$ cat src/rtl/instruction_fetch_mem_if.sv
// Bus bundle for instruction_fetch_mem: load port, fetch control and fetched-pair outputs.
// The fault signal exists only when IMEM_FAULT_EN is defined.
interface instruction_fetch_mem_if #(
    parameter int Num_of_bits      = 16,
    parameter int pc_width         = 32,
    parameter int Num_of_registers = 5
);
    logic                        load_en;
    logic [Num_of_registers-1:0] load_addr;
    logic [Num_of_bits-1:0]      load_data;
    logic                        fetch_req;
    logic                        stall;
    logic                        flush;
    logic [pc_width-1:0]         pc;
    logic [Num_of_bits-1:0]      instruction;
    logic [Num_of_bits-1:0]      immediate;
    logic                        fetch_valid;
    logic [15:0]                 fetch_count;
`ifdef IMEM_FAULT_EN
    logic                        fault;
`endif

    modport master (
        output load_en, load_addr, load_data, fetch_req, stall, flush, pc,
        input  instruction, immediate, fetch_valid, fetch_count
`ifdef IMEM_FAULT_EN
        , input fault
`endif
    );

    modport slave (
        input  load_en, load_addr, load_data, fetch_req, stall, flush, pc,
        output instruction, immediate, fetch_valid, fetch_count
`ifdef IMEM_FAULT_EN
        , output fault
`endif
    );
endinterface

$ cat src/rtl/instruction_fetch_mem.sv
// Loadable instruction memory returning a registered {mem[pc], mem[pc+1]} pair per accepted fetch.
// Define IMEM_FAULT_EN to add out-of-range detection and the fault output.
module instruction_fetch_mem #(
    parameter int                     Num_of_bits      = 16,
    parameter int                     pc_width         = 32,
    parameter int                     Num_of_registers = 5,
    parameter logic [Num_of_bits-1:0] NOP_WORD         = {Num_of_bits{1'b0}}
) (
    input  logic                    clk,
    input  logic                    rst,
    instruction_fetch_mem_if.slave  bus
);
    localparam int AW    = Num_of_registers;
    localparam int DEPTH = 2 ** Num_of_registers;
`ifdef IMEM_FAULT_EN
    localparam logic [pc_width-1:0] LAST_IDX = pc_width'(DEPTH - 1);
`endif

    logic [Num_of_bits-1:0] mem_q [DEPTH];
    logic [Num_of_bits-1:0] mem_d [DEPTH];
    logic [Num_of_bits-1:0] instruction_q, instruction_d;
    logic [Num_of_bits-1:0] immediate_q, immediate_d;
    logic                   fetch_valid_q, fetch_valid_d;
    logic [15:0]            fetch_count_q, fetch_count_d;
    logic [AW-1:0]          rd0_s, rd1_s;
    logic [Num_of_bits-1:0] rd0_data_s, rd1_data_s;
`ifdef IMEM_FAULT_EN
    logic                   fault_q, fault_d;
    logic                   out_of_range_s;
`endif

    // Read addresses wrap inside the memory; a same-cycle load to either address is forwarded.
    always_comb begin
        rd0_s = bus.pc[AW-1:0];
        rd1_s = rd0_s + AW'(1'b1);
        if (bus.load_en && (bus.load_addr == rd0_s)) begin
            rd0_data_s = bus.load_data;
        end else begin
            rd0_data_s = mem_q[rd0_s];
        end
        if (bus.load_en && (bus.load_addr == rd1_s)) begin
            rd1_data_s = bus.load_data;
        end else begin
            rd1_data_s = mem_q[rd1_s];
        end
    end

    // Memory write port; loads proceed independently of stall and flush.
    always_comb begin
        mem_d = mem_q;
        if (bus.load_en) begin
            mem_d[bus.load_addr] = bus.load_data;
        end else begin
            mem_d = mem_q;
        end
    end

`ifdef IMEM_FAULT_EN
    // pc >= DEPTH-1 means pc or pc+1 lies outside the array.
    always_comb begin
        out_of_range_s = (bus.pc >= LAST_IDX);
    end
`endif

    // Output next-state: flush beats stall, stall beats a fetch request.
    always_comb begin
        instruction_d = instruction_q;
        immediate_d   = immediate_q;
        fetch_valid_d = fetch_valid_q;
        fetch_count_d = fetch_count_q;
`ifdef IMEM_FAULT_EN
        fault_d       = fault_q;
`endif
        if (bus.flush) begin
            instruction_d = NOP_WORD;
            immediate_d   = NOP_WORD;
            fetch_valid_d = 1'b0;
`ifdef IMEM_FAULT_EN
            fault_d       = 1'b0;
`endif
        end else if (bus.stall) begin
            fetch_valid_d = fetch_valid_q;
        end else if (bus.fetch_req) begin
            fetch_valid_d = 1'b1;
            fetch_count_d = fetch_count_q + 16'd1;
`ifdef IMEM_FAULT_EN
            fault_d = out_of_range_s;
            if (out_of_range_s) begin
                instruction_d = NOP_WORD;
                immediate_d   = NOP_WORD;
            end else begin
                instruction_d = rd0_data_s;
                immediate_d   = rd1_data_s;
            end
`else
            instruction_d = rd0_data_s;
            immediate_d   = rd1_data_s;
`endif
        end else begin
            fetch_valid_d = 1'b0;
        end
    end

    // State registers; reset also clears every memory word and blocks that cycle's load.
    always_ff @(posedge clk) begin
        if (rst) begin
            mem_q         <= '{default: NOP_WORD};
            instruction_q <= NOP_WORD;
            immediate_q   <= NOP_WORD;
            fetch_valid_q <= 1'b0;
            fetch_count_q <= 16'd0;
`ifdef IMEM_FAULT_EN
            fault_q       <= 1'b0;
`endif
        end else begin
            mem_q         <= mem_d;
            instruction_q <= instruction_d;
            immediate_q   <= immediate_d;
            fetch_valid_q <= fetch_valid_d;
            fetch_count_q <= fetch_count_d;
`ifdef IMEM_FAULT_EN
            fault_q       <= fault_d;
`endif
        end
    end

    assign bus.instruction = instruction_q;
    assign bus.immediate   = immediate_q;
    assign bus.fetch_valid = fetch_valid_q;
    assign bus.fetch_count = fetch_count_q;
`ifdef IMEM_FAULT_EN
    assign bus.fault       = fault_q;
`endif
endmodule

$ cat src/flat_wrapper.sv
// flat-port wrapper written by rule: the top's interface ports become plain ports
module instruction_fetch_mem_flat 
#(
    parameter int                     Num_of_bits      = 16,
    parameter int                     pc_width         = 32,
    parameter int                     Num_of_registers = 5,
    parameter logic [Num_of_bits-1:0] NOP_WORD         = {Num_of_bits{1'b0}}
)
  (clk, rst, bus_load_en, bus_load_addr, bus_load_data, bus_fetch_req, bus_stall, bus_flush, bus_pc, bus_instruction, bus_immediate, bus_fetch_valid, bus_fetch_count);
  instruction_fetch_mem_if #(.Num_of_bits(Num_of_bits), .pc_width(pc_width), .Num_of_registers(Num_of_registers)) bus_i ();
  input  logic clk;
  input  logic rst;
  input wire logic [$bits(bus_i.load_en)-1:0] bus_load_en;
  input wire logic [$bits(bus_i.load_addr)-1:0] bus_load_addr;
  input wire logic [$bits(bus_i.load_data)-1:0] bus_load_data;
  input wire logic [$bits(bus_i.fetch_req)-1:0] bus_fetch_req;
  input wire logic [$bits(bus_i.stall)-1:0] bus_stall;
  input wire logic [$bits(bus_i.flush)-1:0] bus_flush;
  input wire logic [$bits(bus_i.pc)-1:0] bus_pc;
  output wire logic [$bits(bus_i.instruction)-1:0] bus_instruction;
  output wire logic [$bits(bus_i.immediate)-1:0] bus_immediate;
  output wire logic [$bits(bus_i.fetch_valid)-1:0] bus_fetch_valid;
  output wire logic [$bits(bus_i.fetch_count)-1:0] bus_fetch_count;
  assign bus_i.load_en = bus_load_en;
  assign bus_i.load_addr = bus_load_addr;
  assign bus_i.load_data = bus_load_data;
  assign bus_i.fetch_req = bus_fetch_req;
  assign bus_i.stall = bus_stall;
  assign bus_i.flush = bus_flush;
  assign bus_i.pc = bus_pc;
  assign bus_instruction = bus_i.instruction;
  assign bus_immediate = bus_i.immediate;
  assign bus_fetch_valid = bus_i.fetch_valid;
  assign bus_fetch_count = bus_i.fetch_count;
  instruction_fetch_mem #(.Num_of_bits(Num_of_bits), .pc_width(pc_width), .Num_of_registers(Num_of_registers), .NOP_WORD(NOP_WORD)) u_core (.clk(clk), .rst(rst), .bus(bus_i));
endmodule
$ cat config.mk
export PLATFORM = sky130hd
export DESIGN_NAME = instruction_fetch_mem_flat
export DESIGN_NICKNAME = d
export VERILOG_FILES = /design/src/rtl/instruction_fetch_mem_if.sv /design/src/rtl/instruction_fetch_mem.sv /design/src/flat_wrapper.sv
export SDC_FILE = /design/constraint.sdc
export NUM_CORES = 2
export LEC_CHECK = 0
export CORE_UTILIZATION = 40
export DETAILED_ROUTE_END_ITERATION = 8
export GPL_TIMING_DRIVEN = 1
export HOLD_SLACK_MARGIN = 0.02
export MAX_ROUTING_LAYER = met4
export PLACE_DENSITY = 0.64
export SLEW_MARGIN = 20
export SYNTH_ARGS = -nofsm -noshare
export SYNTH_HDL_FRONTEND = slang
export SYNTH_SLANG_ARGS = --single-unit
export TNS_END_PERCENT = 5
$ cat constraint.sdc
create_clock -name clk -period 5.9 [get_ports clk]
set_input_delay 0.885 -clock clk [delete_from_list [all_inputs] [get_ports clk]]
set_output_delay 0.885 -clock clk [all_outputs]
set_load 0.1 [all_outputs]
Word level (Yosys, flattened, before mapping)
Index checks and enable logic that the tools add are counted.
- add/subtract/negate cells: 2
- multipliers: 0
- divide/modulo/power cells: 0
- $lt $le $gt $ge: 4
- equality and inequality tests: 2
- shift-type cells: 0
- muxes and demuxes: 12
- bitwise operators: 5
- reduce and logical (&&, ||, !) cells: 6
- operators by type and width (kind ; number):
    $bwmux 512 ; 1
    $bmux 16 s5 ; 2
    $mux 16 ; 7
    $demux 16 s5 ; 1
    $ge 6x6->1 const B ; 3
    $not 5->6 ; 3
    $add 16x1->16 const B ; 1
    $eq 5x5->1 ; 2
    $lt 6x1->1 const B ; 1
    $add 5x1->5 const B ; 1
    $logic_and 1x1->1 ; 3
    $reduce_and 3->1 ; 1
    $not 1->1 ; 2
    $reduce_and 2->1 ; 1
    $reduce_or 2->1 ; 1
    $mux 1 ; 1
- register bits after elaboration: 561
- latch bits: 0
- RAM bits: 0
- ROM bits: 0
- input port bits: 59
- output and inout port bits: 49
- word-level logic and storage cells: 67
- memories kept: 0

Logic depth before layout (Yosys ltp)
- depth in word-level cells: 6
- gate-level depth with buffers: 10
- gate-level depth less buffers: 7

Worst setup path before layout
OpenSTA, ideal clock, no wires.
- path type: input -> register
- from: input bus_pc[0]
- to: register u_core.immediate_q[10] (netlist: u_core.bus.immediate[10])
- library setup time: 122 ps
- arrival: 2678 ps
- required time: 5778 ps
- slack: 3100 ps
- stages: 8
- path buffers: 2
- cell sequence: ha_1 -> buf_6 -> buf_12 -> mux4_2 -> and2_1 -> a211oi_2 -> a2111oi_0 -> a221o_1
- word-level cells in the longest chain between the ends: 6
- elaborated cells on any way between the ends: 8
- classes of those cells: add/sub: 1; eq/ne: 1; mux: 4; bitwise: 1; reduce/logical: 1
- RTL lines (item ; line ; source):
    from (decl) ; flat_wrapper.sv:19 ; input wire logic [$bits(bus_i.pc)-1:0] bus_pc;
    $add 5x1->5 (*) ; instruction_fetch_mem.sv:35 ; rd1_s = rd0_s + AW'(1'b1);
    $not 5->6 (implied by the code) ; instruction_fetch_mem.sv:44 ; rd1_data_s = mem_q[rd1_s];
    $bmux 16 s5 ; instruction_fetch_mem.sv:44 ;
    $mux 16 (implied by the code) (2 in a row) ; instruction_fetch_mem.sv:44 ;
    $mux 16 (*) ; instruction_fetch_mem.sv:41 ; if (bus.load_en && (bus.load_addr == rd1_s)) begin
    to (signal assigned) ; instruction_fetch_mem.sv:118 ; immediate_q <= immediate_d;
    to (decl) ; instruction_fetch_mem.sv:22 ; logic [Num_of_bits-1:0] immediate_q, immediate_d;
Mark *: on every way between the ends. The rest lies on a longest branch, timed or not. The select of a mux whose other input is x is not followed.
A chain may end at the register's enable or synchronous reset.

Worst setup path after layout
- from: input bus_pc[0]
- to: register u_core.immediate_q[1] (netlist: u_core.bus.immediate[1])
Same word-level chain as after synthesis.

==> run_results.csv <==
group,metric,value,unit
synthesis,syn-cell-area,0.0286,sq mm
floorplan,die_x,270,microns
synthesis,avgSynthCellArea,8.81,sq um
worst_setup_path,reg2reg_depth,6,
sta,clock.fmax,277,MHz
clocking,clk-insertion-delay-late,650,ps
synthesis,ys_seq_area_share,39.2,%
place,gp_congestion,1.02,
worst_hold_path,hp-start,"u_core.bus.fetch_valid",
worst_hold_path,hold_depth,2,
clocking,hold_buffers,0,
worst_setup_path,critPathLaunchType,"input port",
detailed_routing,wire_per_inst,23.9,microns
cells_and_area,num-fill-cells,6800,
clocking,cts_tree,"yes",
worst_setup_path,end_kind,"flip-flop",
clocking,clk_path_buf_depth,3,
detailed_routing,drt-pass1-iter-count,5,
clocking,clk_pin_slew_worst_paths,60,ps
sta,setup-tns-final,0,ps
global_route,grt.overflow.total,0,
cells_and_area,area_delta_synth_final,9.86,%
global_route,grt_use_total,27.2,%
detailed_routing,drc,0,
detailed_routing,drtAntennaViolNets,0,
global_route,antenna_found_initial,7,
synthesis,ys_seq_elements,561,
detailed_routing,drt_iter0_markers,2958,
sta,final-hold-violation-count,0,
worst_setup_path,critPathArrivalTime,4130,ps
detailed_routing,wl,98400,microns
clocking,cts_buffers,61,
floorplan,chipHeight,270,microns
power,p_leak,10.0,nW
sta,hold_ws,459,ps
worst_setup_path,crit_path_max_fanout,68,
synthesis,synthCells,3249,
synthesis,synth-edff-count,0,
status,outcome,"finished clean",
clocking,cts_resized,0,
sta,rsz0062_at_grt,"no",
worst_setup_path,crit_required,6420,ps
sta,slew_viol_final,0,
worst_setup_path,worst-setup-path-type,"in -> reg",
worst_setup_path,r2r-end,"u_core.bus.instruction[9]",
sta,setup_viol,0,
clocking,cts_root_buffer,"clkbuf_16",
power,power,0.00858,W
floorplan,dieArea,0.0726,sq mm
global_route,grt_first_pass_wirelength,147000,microns
floorplan,core,0.0704,sq mm
place,dp_hpwl,60100,microns
floorplan,start_util,40.7,%
power,power_density,273,mW/mm^2
cells_and_area,fin_nets,3188,
run,max_cap_violations,0,
clocking,post_cts_buffers,0,
sta,period_minus_slack,3610,ps
sta,max_slew_margin,26.9,%
sta,tightest_slew,1100,ps
global_route,grt_pass1_vias,22700,
synthesis,synth_cell_types,59,
worst_hold_path,min_to,"u_core.bus.fetch_valid",
place,port_buffers,80,
floorplan,io_pins,108,
synthesis,async_flop_share,0,%
worst_setup_path,r2r_slack,3560,ps
cells_and_area,drive_above_1_share,14.2,%
power,ir_drop,0.000245,V
place,place_area,0.0294,sq mm
floorplan,rows,97,
detailed_routing,avgViaCountPerCell,5.99,
synthesis,synth_ff_type,"dfxtp_1",
cells_and_area,design_area,0.0314,sq mm
sta,skew,18.9,ps
detailed_routing,route.vias.total,24700,
worst_setup_path,r2r-start,"u_core.mem_q[329]",
synthesis,syn_nets,3310,
sta,fin_crit_sh,61.2,%
worst_hold_path,hp-class,"reg -> reg",
synthesis,ys_warn_count,0,
clocking,clock_sink_count,561,
clocking,htreeDepth,2,
global_route,grt_max_degree,193,
==> final cells by class <==
class / instances / area, sq um / share of cell area [%]
multi-input combinational: 2383 / 15900 / 50.5
sequential: 561 / 11200 / 35.7
clock buffer: 96 / 1890 / 6.01
tap: 940 / 1180 / 3.74
timing repair buffer: 119 / 1110 / 3.53
clock inverter: 14 / 129 / 0.410
antenna: 5 / 12.5 / 0.0398
inverter: 1 / 3.75 / 0.0119
==> metal layers <==
layer	GRT usage [%]	share of wire [%]	vias up	wire, microns
li1	-	-	11100	-
met1	36.0	40	12000	39400
met2	39.9	45	1339	44000
met3	6.62	11	206	11000
met4	10.8	4.1	0	4040
met5	-	0	-	0
==> power breakdown <==
group	switching [W]	internal (W)	leakage, nW
clock network	0.00162	0.00227	0.998
logic	0.000594	0.000250	4.51
registers	0.0000252	0.00382	4.52
total	0.00224	0.00634	10.0
==> worst max-delay path, cell delays in order <==
cell and delay (ps):
buf_8 480, ha_4 610, buf_12 380, mux4_2 570
nand2_1 90, nand3_1 150, nand2_1 380, a2111oi_0 170
a221o_1 310
==> logic make-up after synthesis <==
family	count (synthesis)	share of synthesized area [%]
AOI/OAI and AO/OA	667	13.1
DFF	561	39.2
muxes	326	22.3
adders and majority gates	2	0.0874
xor gates and xnor gates	24	0.787
and+or+nand+nor	1364	19.0
buffers and inverters	305	5.51
==> sequential cells by signal, indices dropped and copies added (netlist names) <==
name                    flops
u_core.bus.fetch_count     16
u_core.bus.fetch_valid      1
u_core.bus.immediate       16
u_core.bus.instruction     16
u_core.mem_q              512
==> synth_stat cells, types with 19 or more instances <==
cell type / n / area share, %
buf_2: 73 / 1.3
mux2i_1: 74 / 2.6
nor2_1: 84 / 1.1
buf_4: 26 / 0.68
nand2_1: 1148 / 15
and2_1: 24 / 0.52
nand3_1: 29 / 0.51
a22oi_1: 22 / 0.58
buf_6: 19 / 0.75
o22ai_1: 27 / 0.59
a21oi_1: 533 / 9.3
and3_1: 19 / 0.42
mux4_2: 250 / 20
dfxtp_1: 561 / 39
clkbuf_1: 175 / 2.3
==> per-stage QoR <==
stage | utilization (%) | std cells | setup slack, ps
2_1_floorplan | - | 3249 | 3100
3_3_place_gp | 41.8 | 4004 | 1710
6_report | 44.7 | 4119 | 2290
5_1_grt | 44.7 | 4118 | 2060
4_1_cts | 44.7 | 4114 | 2370
3_5_place_dp | 41.8 | 4004 | 1700
==> placed cells by master (no fill, tap or decap), types with 3 or more instances in the layout <==
cell	count
mux2i_1	74
mux4_2	250
o21ai_1	3
clkinv_2	9
nand2_1	1148
diode_2	5
o22ai_1	27
nor2b_1	14
and3_1	19
nand3_1	29
nor2_2	25
or2_2	4
a211oi_1	16
clkdlybuf4s50_1	63
nand4_1	4
nor4_1	4
nor2_1	67
o211ai_1	3
nor3_1	5
xor2_1	14
buf_12	6
a221o_1	16
and2_1	24
buf_4	33
clkbuf_8	19
or3_1	5
a211oi_2	5
a31oi_1	5
o21ai_0	7
buf_2	14
a22oi_1	22
dfxtp_1	561
clkbuf_16	63
xnor2_1	8
clkbuf_1	14
a2111oi_0	18
nand2b_1	5
a21oi_1	533
o2111ai_1	5
==> how the worst max path moves through the flow <==
stage	start	end	cells after the start
3_3_place_gp	bus_pc[0]	u_core.bus.immediate[7]	10
2_1_floorplan	bus_pc[0]	u_core.bus.immediate[10]	8
3_5_place_dp	bus_pc[0]	u_core.bus.immediate[2]	8
4_1_cts	bus_pc[0]	u_core.bus.immediate[8]	10
5_1_grt	bus_pc[0]	u_core.bus.instruction[13]	7
6_report	bus_pc[0]	u_core.bus.immediate[1]	9
(Power assumes the default switching activity.)
